### src/rtl/sqrt_share_pkg.sv
// Shared types and default sizing for the square-root sharing controller.
package sqrt_share_pkg;

  localparam int unsigned DEF_NREQ    = 4;
  localparam int unsigned DEF_WIDTH   = 24;
  localparam int unsigned DEF_TIMEOUT = 64;

  typedef enum logic [1:0] {
    IDLE  = 2'd0,
    ISSUE = 2'd1,
    WAIT  = 2'd2,
    RESP  = 2'd3
  } state_t;

endpackage

### src/rtl/rr_arbiter.sv
// Combinational round-robin pick: lowest requester at or above ptr, else lowest overall.
module rr_arbiter #(
  parameter int unsigned NREQ = 4,
  localparam int unsigned IW  = $clog2(NREQ)
) (
  input  logic [NREQ-1:0] req,
  input  logic [IW-1:0]   ptr,
  output logic [NREQ-1:0] grant,
  output logic [IW-1:0]   idx,
  output logic            any
);

  logic [NREQ-1:0] mask;
  logic [NREQ-1:0] masked;
  logic [NREQ-1:0] pick_from;

  always_comb begin
    mask = '0;
    for (int unsigned i = 0; i < NREQ; i++) begin
      mask[i] = (i >= 32'(ptr));
    end
    masked    = req & mask;
    pick_from = (masked != '0) ? masked : req;
    grant     = '0;
    idx       = '0;
    // Scan downwards so the lowest set bit is the last one written.
    for (int unsigned i = NREQ; i > 0; i--) begin
      if (pick_from[i-1]) begin
        grant      = '0;
        grant[i-1] = 1'b1;
        idx        = IW'(i - 1);
      end
    end
    any = |req;
  end

endmodule

### src/rtl/sqrt_share_ctrl.sv
// Round-robin sharing of one iterative square-root unit between NREQ requesters,
// with a watchdog that turns a hung unit into an error response.
module sqrt_share_ctrl
  import sqrt_share_pkg::*;
#(
  parameter int unsigned NREQ    = DEF_NREQ,
  parameter int unsigned WIDTH   = DEF_WIDTH,
  parameter int unsigned TIMEOUT = DEF_TIMEOUT
) (
  input  logic                  clk_i,
  input  logic                  reset_i,
  input  logic [NREQ-1:0]       req_valid_i,
  output logic [NREQ-1:0]       req_ready_o,
  input  logic [NREQ*WIDTH-1:0] req_n_i,
  output logic [NREQ-1:0]       rsp_valid_o,
  input  logic [NREQ-1:0]       rsp_ready_i,
  output logic [WIDTH-1:0]      rsp_q_o,
  output logic [WIDTH-1:0]      rsp_r_o,
  output logic                  rsp_err_o,
  output logic                  sq_start_o,
  output logic [WIDTH-1:0]      sq_n_o,
  input  logic [WIDTH-1:0]      sq_q_i,
  input  logic [WIDTH-1:0]      sq_r_i,
  input  logic                  sq_valid_i,
  output logic                  busy_o
);

  localparam int unsigned IW = $clog2(NREQ);
  localparam int unsigned CW = $clog2(TIMEOUT);
  localparam logic [CW-1:0] WD_LAST  = CW'(TIMEOUT - 1);
  localparam logic [IW-1:0] LAST_REQ = IW'(NREQ - 1);

  state_t          state;
  logic [IW-1:0]   ptr;
  logic [IW-1:0]   gnt_idx;
  logic [NREQ-1:0] gnt_oh;
  logic [CW-1:0]   wd_cnt;

  logic [NREQ-1:0]  arb_grant;
  logic [IW-1:0]    arb_idx;
  logic             arb_any;
  logic [WIDTH-1:0] req_n [NREQ];

  for (genvar k = 0; k < int'(NREQ); k++) begin : g_unpack
    assign req_n[k] = req_n_i[k*WIDTH +: WIDTH];
  end

  rr_arbiter #(.NREQ(NREQ)) u_arb (
    .req   (req_valid_i),
    .ptr   (ptr),
    .grant (arb_grant),
    .idx   (arb_idx),
    .any   (arb_any)
  );

  always_comb begin
    req_ready_o = (state == IDLE) ? arb_grant : '0;
    rsp_valid_o = (state == RESP) ? gnt_oh : '0;
    sq_start_o  = (state == ISSUE);
    busy_o      = (state != IDLE);
  end

  always_ff @(posedge clk_i) begin
    if (reset_i) begin
      state     <= IDLE;
      ptr       <= '0;
      gnt_idx   <= '0;
      gnt_oh    <= '0;
      wd_cnt    <= '0;
      sq_n_o    <= '0;
      rsp_q_o   <= '0;
      rsp_r_o   <= '0;
      rsp_err_o <= 1'b0;
    end else begin
      case (state)
        IDLE: begin
          if (arb_any) begin
            sq_n_o  <= req_n[arb_idx];
            gnt_idx <= arb_idx;
            gnt_oh  <= arb_grant;
            ptr     <= (arb_idx == LAST_REQ) ? '0 : arb_idx + 1'b1;
            state   <= ISSUE;
          end
        end
        ISSUE: begin
          wd_cnt <= '0;
          state  <= WAIT;
        end
        WAIT: begin
          // A result arriving on the expiry cycle still takes priority over the abort.
          if (sq_valid_i) begin
            rsp_q_o   <= sq_q_i;
            rsp_r_o   <= sq_r_i;
            rsp_err_o <= 1'b0;
            state     <= RESP;
          end else if (wd_cnt == WD_LAST) begin
            rsp_q_o   <= '0;
            rsp_r_o   <= '0;
            rsp_err_o <= 1'b1;
            state     <= RESP;
          end else begin
            wd_cnt <= wd_cnt + 1'b1;
          end
        end
        RESP: begin
          if (rsp_ready_i[gnt_idx]) state <= IDLE;
        end
        default: state <= IDLE;
      endcase
    end
  end

endmodule

### config.mk
export PLATFORM = sky130hd
export DESIGN_NAME = sqrt_share_ctrl
export DESIGN_NICKNAME = d
export VERILOG_FILES = /design/src/rtl/sqrt_share_pkg.sv /design/src/rtl/rr_arbiter.sv /design/src/rtl/sqrt_share_ctrl.sv
export SDC_FILE = /design/constraint.sdc
export NUM_CORES = 1
export LEC_CHECK = 0
export ABC_CLOCK_PERIOD_IN_PS = 4000
export BUFFER_PORTS_ARGS = -buffer_cell sky130_fd_sc_hd__buf_2
export CAP_MARGIN = 10
export CORE_ASPECT_RATIO = 0.7
export CORE_UTILIZATION = 25
export DETAILED_ROUTE_END_ITERATION = 10
export PLACE_DENSITY = 0.49
export SYNTH_ARGS = -nofsm -noshare
export SYNTH_HDL_FRONTEND = slang
export SYNTH_SLANG_ARGS = --single-unit
### constraint.sdc
create_clock -name clk_i -period 4 [get_ports clk_i]
set_clock_uncertainty 0.1 [all_clocks]
set_input_delay 0 -clock clk_i [delete_from_list [all_inputs] [get_ports clk_i]]
set_output_delay 0 -clock clk_i [all_outputs]
set_load 0.02 [all_outputs]
==> results of run 1 <==
==> worst max-delay path, cell delays in order (launching register included) <==
cell,delay (ns)
sky130_fd_sc_hd__dfxtp_1,0.58
sky130_fd_sc_hd__mux2i_1,0.23
sky130_fd_sc_hd__nor2_1,0.08
sky130_fd_sc_hd__nor3_4,0.18
sky130_fd_sc_hd__buf_4,0.65
sky130_fd_sc_hd__mux2i_1,0.28
sky130_fd_sc_hd__dlygate4sd3_1,0.58
sky130_fd_sc_hd__o221ai_1,0.12
sky130_fd_sc_hd__dlygate4sd3_1,0.62
==> flip-flops by register name (all words and copies together) (netlist names) <==
register   flops
sq_n_o        24
gnt_oh         4
gnt_idx        2
ptr            2
rsp_r_o       24
wd_cnt         6
state          2
rsp_q_o       24
rsp_err_o      1
==> metal layers <==
layer	GRT usage [%]	up-vias	wire [um]	share of wire, %
li1	-	2240	-	-
met1	19.1	2173	6100	43
met2	28.0	95	7220	51
met3	3.41	27	448	3.2
met4	6.21	0	312	2.2
met5	0	-	0	0
==> cell usage in the layout, fill, tap and decap left out, types with 2 or more instances in the layout <==
master,n
sky130_fd_sc_hd__a22oi_1,48
sky130_fd_sc_hd__clkinvlp_4,2
sky130_fd_sc_hd__o2111ai_1,2
sky130_fd_sc_hd__a21bo_1,2
sky130_fd_sc_hd__nand3_1,3
sky130_fd_sc_hd__nand2_1,39
sky130_fd_sc_hd__o21ai_0,5
sky130_fd_sc_hd__a21oi_1,13
sky130_fd_sc_hd__inv_6,2
sky130_fd_sc_hd__nand4b_1,2
sky130_fd_sc_hd__buf_4,2
sky130_fd_sc_hd__o221ai_1,24
sky130_fd_sc_hd__a31oi_1,4
sky130_fd_sc_hd__clkbuf_16,9
sky130_fd_sc_hd__and2_1,6
sky130_fd_sc_hd__dfxtp_1,89
sky130_fd_sc_hd__nor2_1,55
sky130_fd_sc_hd__buf_2,237
sky130_fd_sc_hd__a211o_1,2
sky130_fd_sc_hd__mux2i_1,50
sky130_fd_sc_hd__dlygate4sd3_1,123
sky130_fd_sc_hd__and3_1,2
sky130_fd_sc_hd__clkinv_4,2
sky130_fd_sc_hd__nor3_1,3
sky130_fd_sc_hd__a211oi_1,2
sky130_fd_sc_hd__nor2b_1,3
sky130_fd_sc_hd__ha_1,5
sky130_fd_sc_hd__inv_1,8
sky130_fd_sc_hd__nand2b_1,5
==> cells by family (layout without fill, tap and decap cells) <==
logic type | after synthesis | count (layout) | synth area share (%)
mux | 51 | 51 | 12.9
buf+inv | 47 | 386 | 6.22
simple gates | 128 | 128 | 14.4
fa+ha+maj | 5 | 5 | 1.55
flops | 89 | 89 | 44.1
compound gates | 111 | 111 | 20.8
==> cell type report <==
type / count / area (um^2) / area share (%)
flip-flops and latches: 89 / 1780 / 26.3
inverters: 8 / 30.0 / 0.443
multi-input cells: 295 / 2010 / 29.6
well taps: 200 / 250 / 3.69
clock inverters: 6 / 50.0 / 0.738
clock buffers: 10 / 229 / 3.38
repair buffers: 362 / 2430 / 35.9
==> power by group through the flow <==
stage                     Combinational, mW  Clock (mW)  Sequential (mW)
after global routing                   1.67       0.887             1.23
after floorplan                       0.716           0             1.41
after CTS                              1.54       0.847             1.20
final                                  1.56       0.815             1.21
after global placement                 1.25           0             1.22
after detailed placement               1.27           0             1.22
==> metrics by stage <==
stage / utilization [%] / area [um^2]
6_report: 43.4 / 6780
5_1_grt: 43.4 / 6780
4_1_cts: 43.4 / 6780
3_5_place_dp: 33.7 / 5270
3_3_place_gp: 33.7 / 5270
2_1_floorplan: - / 4040
==> worst max-delay path by stage <==
stage / slack [ns] / endpoint / cells after the start
2_1_floorplan: 2.11 / sq_n_o[10]$_SDFFE_PP0P_ / 9
3_3_place_gp: 1.59 / sq_n_o[10]$_SDFFE_PP0P_ / 6
6_report: 0.42 / sq_n_o[17]$_SDFFE_PP0P_ / 8
3_5_place_dp: 1.55 / wd_cnt[1]$_SDFFE_PP0P_ / 5
5_1_grt: 0.20 / sq_n_o[17]$_SDFFE_PP0P_ / 8
4_1_cts: 0.50 / sq_n_o[16]$_SDFFE_PP0P_ / 8
==> summary.md, run 1 <==
For flop-to-flop paths, the worst setup slack is 0.42 ns. The number of enable flip-flop cells after synthesis is 0, and the number of iterations in the first detailed-routing pass is 6. Final weighted congestion in routability-driven placement: 0.752.

The number of gates resized after CTS was 0. The critical setup path kind was reg2reg. In this run the cell area of the synthesized design comes to 4040 um^2. For this run, the register share of the synthesized area comes to 44.1%. Setup total negative slack on the finished layout was measured at 0 ns. After synthesis, the netlist uses 44 different library cells.

The global router's overall resource usage came out at 15.9%. The logs give 0.34 ns for the clock latency on the worst-skew pair and 21500 um for the first-pass GRT wire length. The flow ran to the end, and the final reports show no timing, DRC or antenna violations. Die area: 16700 um^2. The tools report the starting density of the core as 25.8%. The logs give 4475 for the via count of the first global-routing pass and 238 for the count of pins on the block boundary. TritonCTS built the clock tree. After detailed routing, the average wire length per cell comes to 14.5 um.

The area added between synthesis and finish is 67.9%, and the standby leakage power is 3.18 nW. The number of hold buffers added after CTS was 123. The number of setup buffers added after CTS is 0.

By count the netlist is led by sky130_fd_sc_hd__dfxtp_1 (89), sky130_fd_sc_hd__nor2_1 (55), sky130_fd_sc_hd__mux2i_1 (50). For this run, the number of Yosys warnings is 0. Of all flip-flops after synthesis, the portion carrying an async set or reset was 0%. Dividing total power by cell area gives a power density of 527 nW/um^2. Endpoint kind of the worst setup timing path: a flip-flop. Each instance of the synthesized netlist takes up on average 9.37 um^2.

The number of buffers added on ports came out at 237. Number of filler cells placed in the layout: 1576. The tools report the critical path data required time as 4.12 ns. The clock-pin slew reported for the worst setup and hold paths after clock tree synthesis was 0.07 ns.

Total power for the finished layout comes to 3.58 mW. The flip-flop and latch count after synthesis is 89, and the net count of the mapped netlist is 591. Die outline height: 108 um. Data arrives at the worst endpoint at 3.70 ns. The tools report the launch instance of the worst register-to-register path as ptr[1]$_SDFFE_PP0P_. The detailed router finished its first iteration with 204 violations. In this run the clock root is driven by a sky130_fd_sc_hd__clkbuf_16.

The period utilization came out at 89.5%. After detailed routing, the number of vias per cell comes to 4.68. For the number of antenna violations at the first check in global routing, the log shows 0. In this run the deepest clock path goes through 2 buffers. The startpoint identified for the worst hold timing path is req_valid_i[2].

STA classifies the critical path startpoint as a flip-flop. The number of placed instances, taps included came out at 831. By area the synthesized netlist is led by sky130_fd_sc_hd__dfxtp_1 (44%), sky130_fd_sc_hd__mux2i_1 (12%), sky130_fd_sc_hd__a22oi_1 (8.9%).

After floorplanning, the core was divided into 38 placement rows. The tools report the clock net sink count as 89. Kind of path behind the tightest hold check: in2reg.

Measured against its own limit, the worst slew margin works out to 25.7%. From left edge to right edge, the die measures 154 um. In this run the remaining antenna-violating nets after routing total 0. The worst register-to-register path ends at sq_n_o[17]$_SDFFE_PP0P_.

The post-layout minimum cycle time was 3.58 ns. Of all nets on the critical path, the largest fanout is 50. The final layout contains routed wiring with a total length of 14100 um. The final count of hold timing violations was 0. In this run, the combinational gates consume 43.5% of the power. Setup repair after global routing left no endpoint under its margin. Counting instances, the worst hold path has a depth of 3.

Buffers inserted during clock tree synthesis total 9. The count of endpoints failing setup in the final report came out at 0. Dominant cell type by area after synthesis: sky130_fd_sc_hd__dfxtp_1. For the worst flop-to-flop path, the logic depth is 8. At the placement stage, the worst setup path has a slack of 1.55 ns. Synthesis produced 431 cells. Via count of the routed design: 4535. The net count of the finished layout is 925. Global routing finished with a remaining overflow of 0. For this run, the top clock speed supported by timing is 279 MHz.

The count of final max-slew check failures was 0; the pin count of the biggest net entering global routing was 69. Excluding fillers, the count of instances in the completed layout stands at 970. Setup slack closes at 0.420 ns. For this design the total switching power over the nets is 1.35 mW.

The top flip-flop cell by instance count after synthesis was sky130_fd_sc_hd__dfxtp_1. The internal power of the cells totals 2.23 mW. The floorplan step defined a core boundary enclosing 15600 um^2. Of the cells placed in the final design, the portion with a size suffix greater than 1 is 34.0%. The tools report the start point of the critical path as ptr[1]$_SDFFE_PP0P_.

The antenna diode instance count is 0. Summed over all nets, the half-perimeter wirelength after detailed placement is 8920 um. Max-cap violations in this run came to 0.

The area share of the largest cell type after synthesis is 44.1%, and the fraction of power spent switching nets is 37.7%. The run gives 22.8% as the proportion of power drawn by the clock network. Among all cell types in the netlist, the one instantiated most often is sky130_fd_sc_hd__dfxtp_1. The sequential share of power was 33.7%. For hold timing, the worst endpoint is gnt_oh[2]$_SDFFE_PP0P_.

In the routed design, unresolved DRC markers number 0. At the pin with the least slew margin, the transition time is 1.11 ns. On the final layout, the worst hold slack is 0.0502 ns. CTS built an H-tree with a depth of 3.

The worst-case IR drop observed on VDD is 0.178 mV.
No activity file was read; power rests on OpenSTA's default activity.
==> inputs of run 2 (changes only) <==
--- a/config.mk
+++ b/config.mk
@@ -9,9 +9,9 @@
 export BUFFER_PORTS_ARGS = -buffer_cell sky130_fd_sc_hd__buf_2
 export CAP_MARGIN = 10
 export CORE_ASPECT_RATIO = 0.7
-export CORE_UTILIZATION = 25
+export CORE_UTILIZATION = 47
 export DETAILED_ROUTE_END_ITERATION = 10
-export PLACE_DENSITY = 0.49
+export PLACE_DENSITY = 0.83
 export SYNTH_ARGS = -nofsm -noshare
 export SYNTH_HDL_FRONTEND = slang
 export SYNTH_SLANG_ARGS = --single-unit
==> run 2 against run 1 <==
Global-route usage increased by 19 points. Wire length increased by 14%. Fmax decreased by 5.5%. Sequential power about the same. Clock-buffer cell count decreased by 1. Final area decreased by 0.22%. Largest cell class unchanged. Highest routed layer unchanged.
==> summary.md, run 2 (synthesis gave the netlist of run 1 again) <==
Across all layers, the routed design uses 5032 vias. The kind of path behind the tightest hold check was in2reg. Leaving out fill and tap cells, the most frequent cell in the layout is sky130_fd_sc_hd__buf_2. Summed over all cells, the static leakage comes to 3.26 nW. At the later pin of the worst-skew pair, clock insertion delay measures 0.33 ns. The first routing iteration left 406 violations. The detail route stage leaves a number of antenna-violating nets equal to 0. The area growth from synthesis to layout is 67.5%.

For the sum of overflow across all layers after global routing, the log shows 0. In the final layout, the registers with the most flip-flops are rsp_q_o (24), rsp_r_o (24), sq_n_o (24). The worst path in the final design needs a cycle of 3.79 ns, including I/O delays and setup.

The number of buffers added on ports works out to 237. The logs give 3.91 ns for the worst endpoint data arrival time and 4995 for the via count of the first global-routing pass. The logs give 238 for the count of pins on the block boundary and 0 for the final count of hold timing violations. TritonCTS built the clock tree. After routing the design area is 6770 um^2. The number of levels in the clock H-tree came out at 3. The initial utilization of the core area, before any placement, comes to 49.8%.

CTS placed an instance of sky130_fd_sc_hd__clkbuf_16 at the clock tree root. After floorplanning, the core was sized to cover 8110 um^2. At the worst endpoint, the required time is 4.12 ns. The number of iterations in the first detailed-routing pass is 6. The tools report the startpoint type of the worst setup path as a flip-flop. Based on the critical path, the design can be clocked at up to 264 MHz. The die covers 8980 um^2.

VDD sags by at most 0.318 mV. Entering global routing, the biggest net connects 57 pins. Summed over all layers, the routed wires come to 16000 um. The worst pin sits at a relative slew slack of 29.0%.

The period utilization was 94.7%; the mean routed wirelength per cell was 18.2 um. Setup repair after global routing left no endpoint under its margin. The tools report the total power consumption of the routed design as 3.71 mW. The worst setup path is captured at a flip-flop. The maximum count of clock buffers along a single path came out at 2. The run gives 0.825 as the final weighted congestion in routability-driven placement. Leaving out fill and tap cells, the most frequent cells in the layout are sky130_fd_sc_hd__buf_2 (237), sky130_fd_sc_hd__dlygate4sd3_1 (130), sky130_fd_sc_hd__dfxtp_1 (89). The tool flagged a number of max-cap violations equal to 0.

The first-pass GRT wire length was 24400 um; the clock-pin slew reported for the worst setup and hold paths after clock tree synthesis was 0.07 ns. The die is 79.6 um tall. Global routing used 35.0% of the available tracks.

The critical setup path kind was reg2reg. After floorplanning, the core was divided into 27 placement rows. At the pin with the least slew margin, the transition time is 1.07 ns. The tools report the clock net sink count as 89. For the count of final max-slew check failures, the log shows 0. Setup violations remaining at the end of the flow were counted as 0.

After legalization and detailed placement, the total HPWL measured 8170 um. The placed instance area was 5160 um^2. The final layout net count is 933, and the power per cell area is 548 nW/um^2. The run gives 1 as the number of antenna violations at the first check in global routing. From left edge to right edge, the die measures 113 um. The flow ran to the end, and the final reports show no timing, DRC or antenna violations. In this run the worst path has a maximum fanout of 50. The tools report the post-detailed-route DRC marker count as 0.

In the routed layout, each cell is associated on average with a via count of 5.72. For the final routed database, the setup TNS stands at 0 ns. Buffers inserted during clock tree synthesis total 9.

The fraction of final layout cells with drive strength greater than 1 works out to 33.8%.
-- run 2: cell count changes in the layout (fill, tap and decap cells not counted), sizes merged --
| cell | before | now |
|---|---|---|
| clkbuf | 10 | 9 |
| dlygate4sd3 | 123 | 130 |
| bufinv | 0 | 1 |
| clkinvlp | 2 | 0 |
| diode | 0 | 1 |
| inv | 10 | 13 |
| clkinv | 2 | 1 |
| buf | 239 | 240 |
-- run 2: per-stage QoR --
stage | setup WS [ns] | hold WS, ns | util (%) | std cells
after floorplan | 2.11 | 0.0613 | - | 431
after global placement | 1.71 | 0.146 | 63.6 | 733
after detailed placement | 1.59 | 0.153 | 63.6 | 733
after CTS | 0.555 | 0.0757 | 83.5 | 879
after global routing | 0.129 | 0.0814 | 83.5 | 880
final | 0.211 | 0.0784 | 83.5 | 880
-- run 2: area by class of cell --
| cell class | instances | area, um^2 |
|---|---|---|
| Fill cell | 466 | 1340 |
| Inverter | 8 | 30.0 |
| Antenna cell | 1 | 2.50 |
| Tap cell | 101 | 126 |
| Clock buffer | 9 | 225 |
| Timing Repair Buffer | 370 | 2510 |
| Clock inverter | 7 | 83.8 |
| Multi-Input combinational cell | 295 | 2010 |
| Sequential cell | 89 | 1780 |
-- run 2: repair_timing --
action,in CTS,in global routing
hold buffers,130,0
buffers inserted,0,0
gates resized for setup,0,0
hold endpoints to repair,79,0
-- run 2: worst paths after layout --
path	startpoint	slack (ns)	to	cells after the start
min	req_valid_i[2]	0.08	gnt_oh[2]$_SDFFE_PP0P_	3
max reg2reg	ptr[1]$_SDFFE_PP0P_	0.21	sq_n_o[8]$_SDFFE_PP0P_	8
max	ptr[1]$_SDFFE_PP0P_	0.21	sq_n_o[8]$_SDFFE_PP0P_	8
min reg2reg	gnt_idx[1]$_SDFFE_PP0P_	0.37	gnt_idx[1]$_SDFFE_PP0P_	2
-- run 2: worst max-delay path, stage by stage, from the launching register on --
cell and delay [ns]:
sky130_fd_sc_hd__dfxtp_1 0.57, sky130_fd_sc_hd__mux2i_1 0.26, sky130_fd_sc_hd__nor2_1 0.10, sky130_fd_sc_hd__nor3_4 0.20, sky130_fd_sc_hd__buf_4 0.67, sky130_fd_sc_hd__mux2i_1 0.35, sky130_fd_sc_hd__dlygate4sd3_1 0.62, sky130_fd_sc_hd__o221ai_1 0.13
sky130_fd_sc_hd__dlygate4sd3_1 0.63
-- run 2: layer usage --
layer	global-route usage, %	part of all wire [%]
met5	0	0
met4	19.7	4.5
met3	7.44	6.1
met2	64.9	53
met1	37.5	37
-- run 2: power breakdown --
group / leakage, nW / switching (mW) / internal (mW)
Combinational: 2.38 / 0.886 / 0.727
Sequential: 0.725 / 0.134 / 1.09
Clock: 0.155 / 0.378 / 0.499
==> inputs of run 3 (changes only) <==
--- a/config.mk
+++ b/config.mk
@@ -11,6 +11,7 @@
 export CORE_ASPECT_RATIO = 0.7
 export CORE_UTILIZATION = 47
 export DETAILED_ROUTE_END_ITERATION = 10
+export MAX_ROUTING_LAYER = met4
 export PLACE_DENSITY = 0.83
 export SYNTH_ARGS = -nofsm -noshare
 export SYNTH_HDL_FRONTEND = slang
==> run 3 against run 2 <==
Final area did not move. Largest cell class unchanged. Clock-buffer cell count is the same. Total power barely moved. Combinational power about the same. Cell count is the same. Fmax decreased by 0.64%. Worst setup slack got worse by 0.025 ns. Sequential cell count stayed put.
==> summary.md, run 3 (synthesis gave the netlist of run 1 again) <==
The placed wire-length estimate after detailed placement is 8170 um, and the period utilization is 95.3%. In this run the worst path has a maximum fanout of 50. Timing would allow up to 262 MHz. The run finished with clean final reports. The clock network burns 23.7% of the power. Using the TritonRoute via totals, the vias-per-cell ratio works out to 5.71.

TritonCTS built the clock tree. The worst setup path is captured at a flip-flop. Detailed routing inserted a total of 5027 vias. The horizontal die dimension came out at 113 um.

The maximum count of clock buffers along a single path is 2. The cell at the root of the clock tree was sky130_fd_sc_hd__clkbuf_16. The path class of the tightest hold or removal check is in2reg. For this run, the total global-route usage over all layers was measured as 35.7%. The worst pin sits at a relative slew slack of 28.7%. Gates resized during post-CTS repair numbered 0. The number of antenna violations at the first check in global routing is 1, and the number of buffers added on ports is 237. The tools report the switching power of the nets as 1.40 mW. Cell internal power was estimated by the tool at 2.31 mW. The clock reaches the later pin of the worst-skew pair after 0.34 ns.

Net switching is 37.7% of the power. The final sum of negative setup slack was 0 ns; the clock-pin slew reported for the worst setup and hold paths after clock tree synthesis was 0.07 ns. The analysis attributes to cell leakage a power of 3.26 nW.

In this run, flip-flops and latches consume 32.9% of the power. The most common cell after layout, fill and taps aside is sky130_fd_sc_hd__buf_2. The total power consumption of the routed design came out at 3.71 mW. Leaving out fill and tap cells, the most frequent cells in the layout are sky130_fd_sc_hd__buf_2 (237), sky130_fd_sc_hd__dlygate4sd3_1 (130), sky130_fd_sc_hd__dfxtp_1 (89). The first-pass GRT wire length is 24300 um.

The total overflow left after global routing is 0. Final count of hold timing violations: 0. Setup repair after global routing left no endpoint under its margin.

For this block, the routed nets add up to 16000 um of wire. The initial utilization of the core area, before any placement, comes to 49.8%. Counting I/O delays and the setup requirement, the final critical path takes 3.81 ns.

The mean routed wirelength per cell was 18.2 um; the number of levels in the clock H-tree was 3. The tools report the number of iterations in the first detailed-routing pass as 6. The tools report the antenna violation net count after detailed routing as 0.

The logs give 57 for the pin count of the biggest net entering global routing and 83.5% for the utilization of the core after routing. The slew at the pin closest to its max-slew limit was 1.07 ns; the power per cell area was 548 nW/um^2. In this run the vertical extent of the chip is 79.6 um.

The tools report the row count as 27. Across the run, the number of max-cap violations was 0. Relative to the synthesized area, the layout overhead comes to 67.5%. The via count of the first global-routing pass came out at 4999. In the final layout, the share of cells above drive strength 1 is 33.8%. In this run the count of I/O pins placed on the die edge is 238. VDD sags by at most 0.319 mV. At the end of routability-driven placement, the weighted congestion stood at 0.838. Counting every sink on the clock net gives 89.

For the combinational group share of total power, the log shows 43.4%. After the last flow step, the layout net total stands at 933. The run gives 9 as the TritonCTS buffer count. The total area inside the core boundary comes to 8110 um^2.

The post-detailed-route DRC marker count is 0. STA classifies the critical path startpoint as a flip-flop. For the number of DRC violations after detailed-routing iteration 0, the log shows 513. The count of final max-slew check failures is 0. The die covers 8980 um^2. STA puts the critical path data arrival time at 3.94 ns. Setup violations remaining at the end of the flow were counted as 0. The critical path is of the reg2reg type. In the final layout, the registers with the most flip-flops are rsp_q_o (24), rsp_r_o (24), sq_n_o (24). The run gives 4.12 ns as the critical path data required time.
## run 3: per-layer routing
metal	GRT usage, %	up-vias	routed length (um)
met5	-	-	0
met2	64.9	315	8450
met4	19.9	0	690
met1	36.9	2385	5840
li1	-	2250	-
met3	6.91	77	1040
## run 3: worst paths after layout
path                                   to                     from  cells after the start  slack (ns)
hold reg to reg   gnt_idx[1]$_SDFFE_PP0P_  gnt_idx[1]$_SDFFE_PP0P_                      2        0.37
hold / removal     gnt_oh[2]$_SDFFE_PP0P_           req_valid_i[2]                      3        0.07
setup / recovery   sq_n_o[8]$_SDFFE_PP0P_      ptr[1]$_SDFFE_PP0P_                      8        0.19
setup reg to reg   sq_n_o[8]$_SDFFE_PP0P_      ptr[1]$_SDFFE_PP0P_                      8        0.19
## run 3: timing repair
action	CTS	global route
buffers inserted	0	0
hold buffers	130	0
hold endpoints to repair	79	0
## run 3: layout make-up
cell class / count / area (um^2)
clock inverter: 7 / 83.8
inverter: 8 / 30.0
clock buffer: 9 / 225
antenna: 1 / 2.50
timing repair buffer: 370 / 2510
sequential: 89 / 1780
multi-input combinational: 295 / 2010
tap: 101 / 126
fill: 466 / 1340
## run 3: power groups by stage
stage	sequential [mW]	combinational, mW	clock (mW)
6_report	1.22	1.61	0.879
5_1_grt	1.24	1.71	0.925
4_1_cts	1.20	1.52	0.887
3_5_place_dp	1.22	1.24	0
3_3_place_gp	1.21	1.21	0
2_1_floorplan	1.41	0.716	0
## run 3: critical path, stage by stage (launching register included)
cell and delay, ns:
sky130_fd_sc_hd__dfxtp_1 0.59, sky130_fd_sc_hd__mux2i_1 0.26, sky130_fd_sc_hd__nor2_1 0.10, sky130_fd_sc_hd__nor3_4 0.21, sky130_fd_sc_hd__buf_4 0.67, sky130_fd_sc_hd__mux2i_1 0.35
sky130_fd_sc_hd__dlygate4sd3_1 0.62, sky130_fd_sc_hd__o221ai_1 0.13, sky130_fd_sc_hd__dlygate4sd3_1 0.63
## run 3: stage by stage
stage / hold slack [ns] / worst slack, ns / instances / instance area (um^2)
5_1_grt: 0.0863 / 0.129 / 880 / 6770
3_3_place_gp: 0.146 / 1.71 / 733 / 5160
4_1_cts: 0.0757 / 0.555 / 879 / 6770
6_report: 0.0741 / 0.186 / 880 / 6770
3_5_place_dp: 0.153 / 1.59 / 733 / 5160
2_1_floorplan: 0.0613 / 2.11 / 431 / 4040
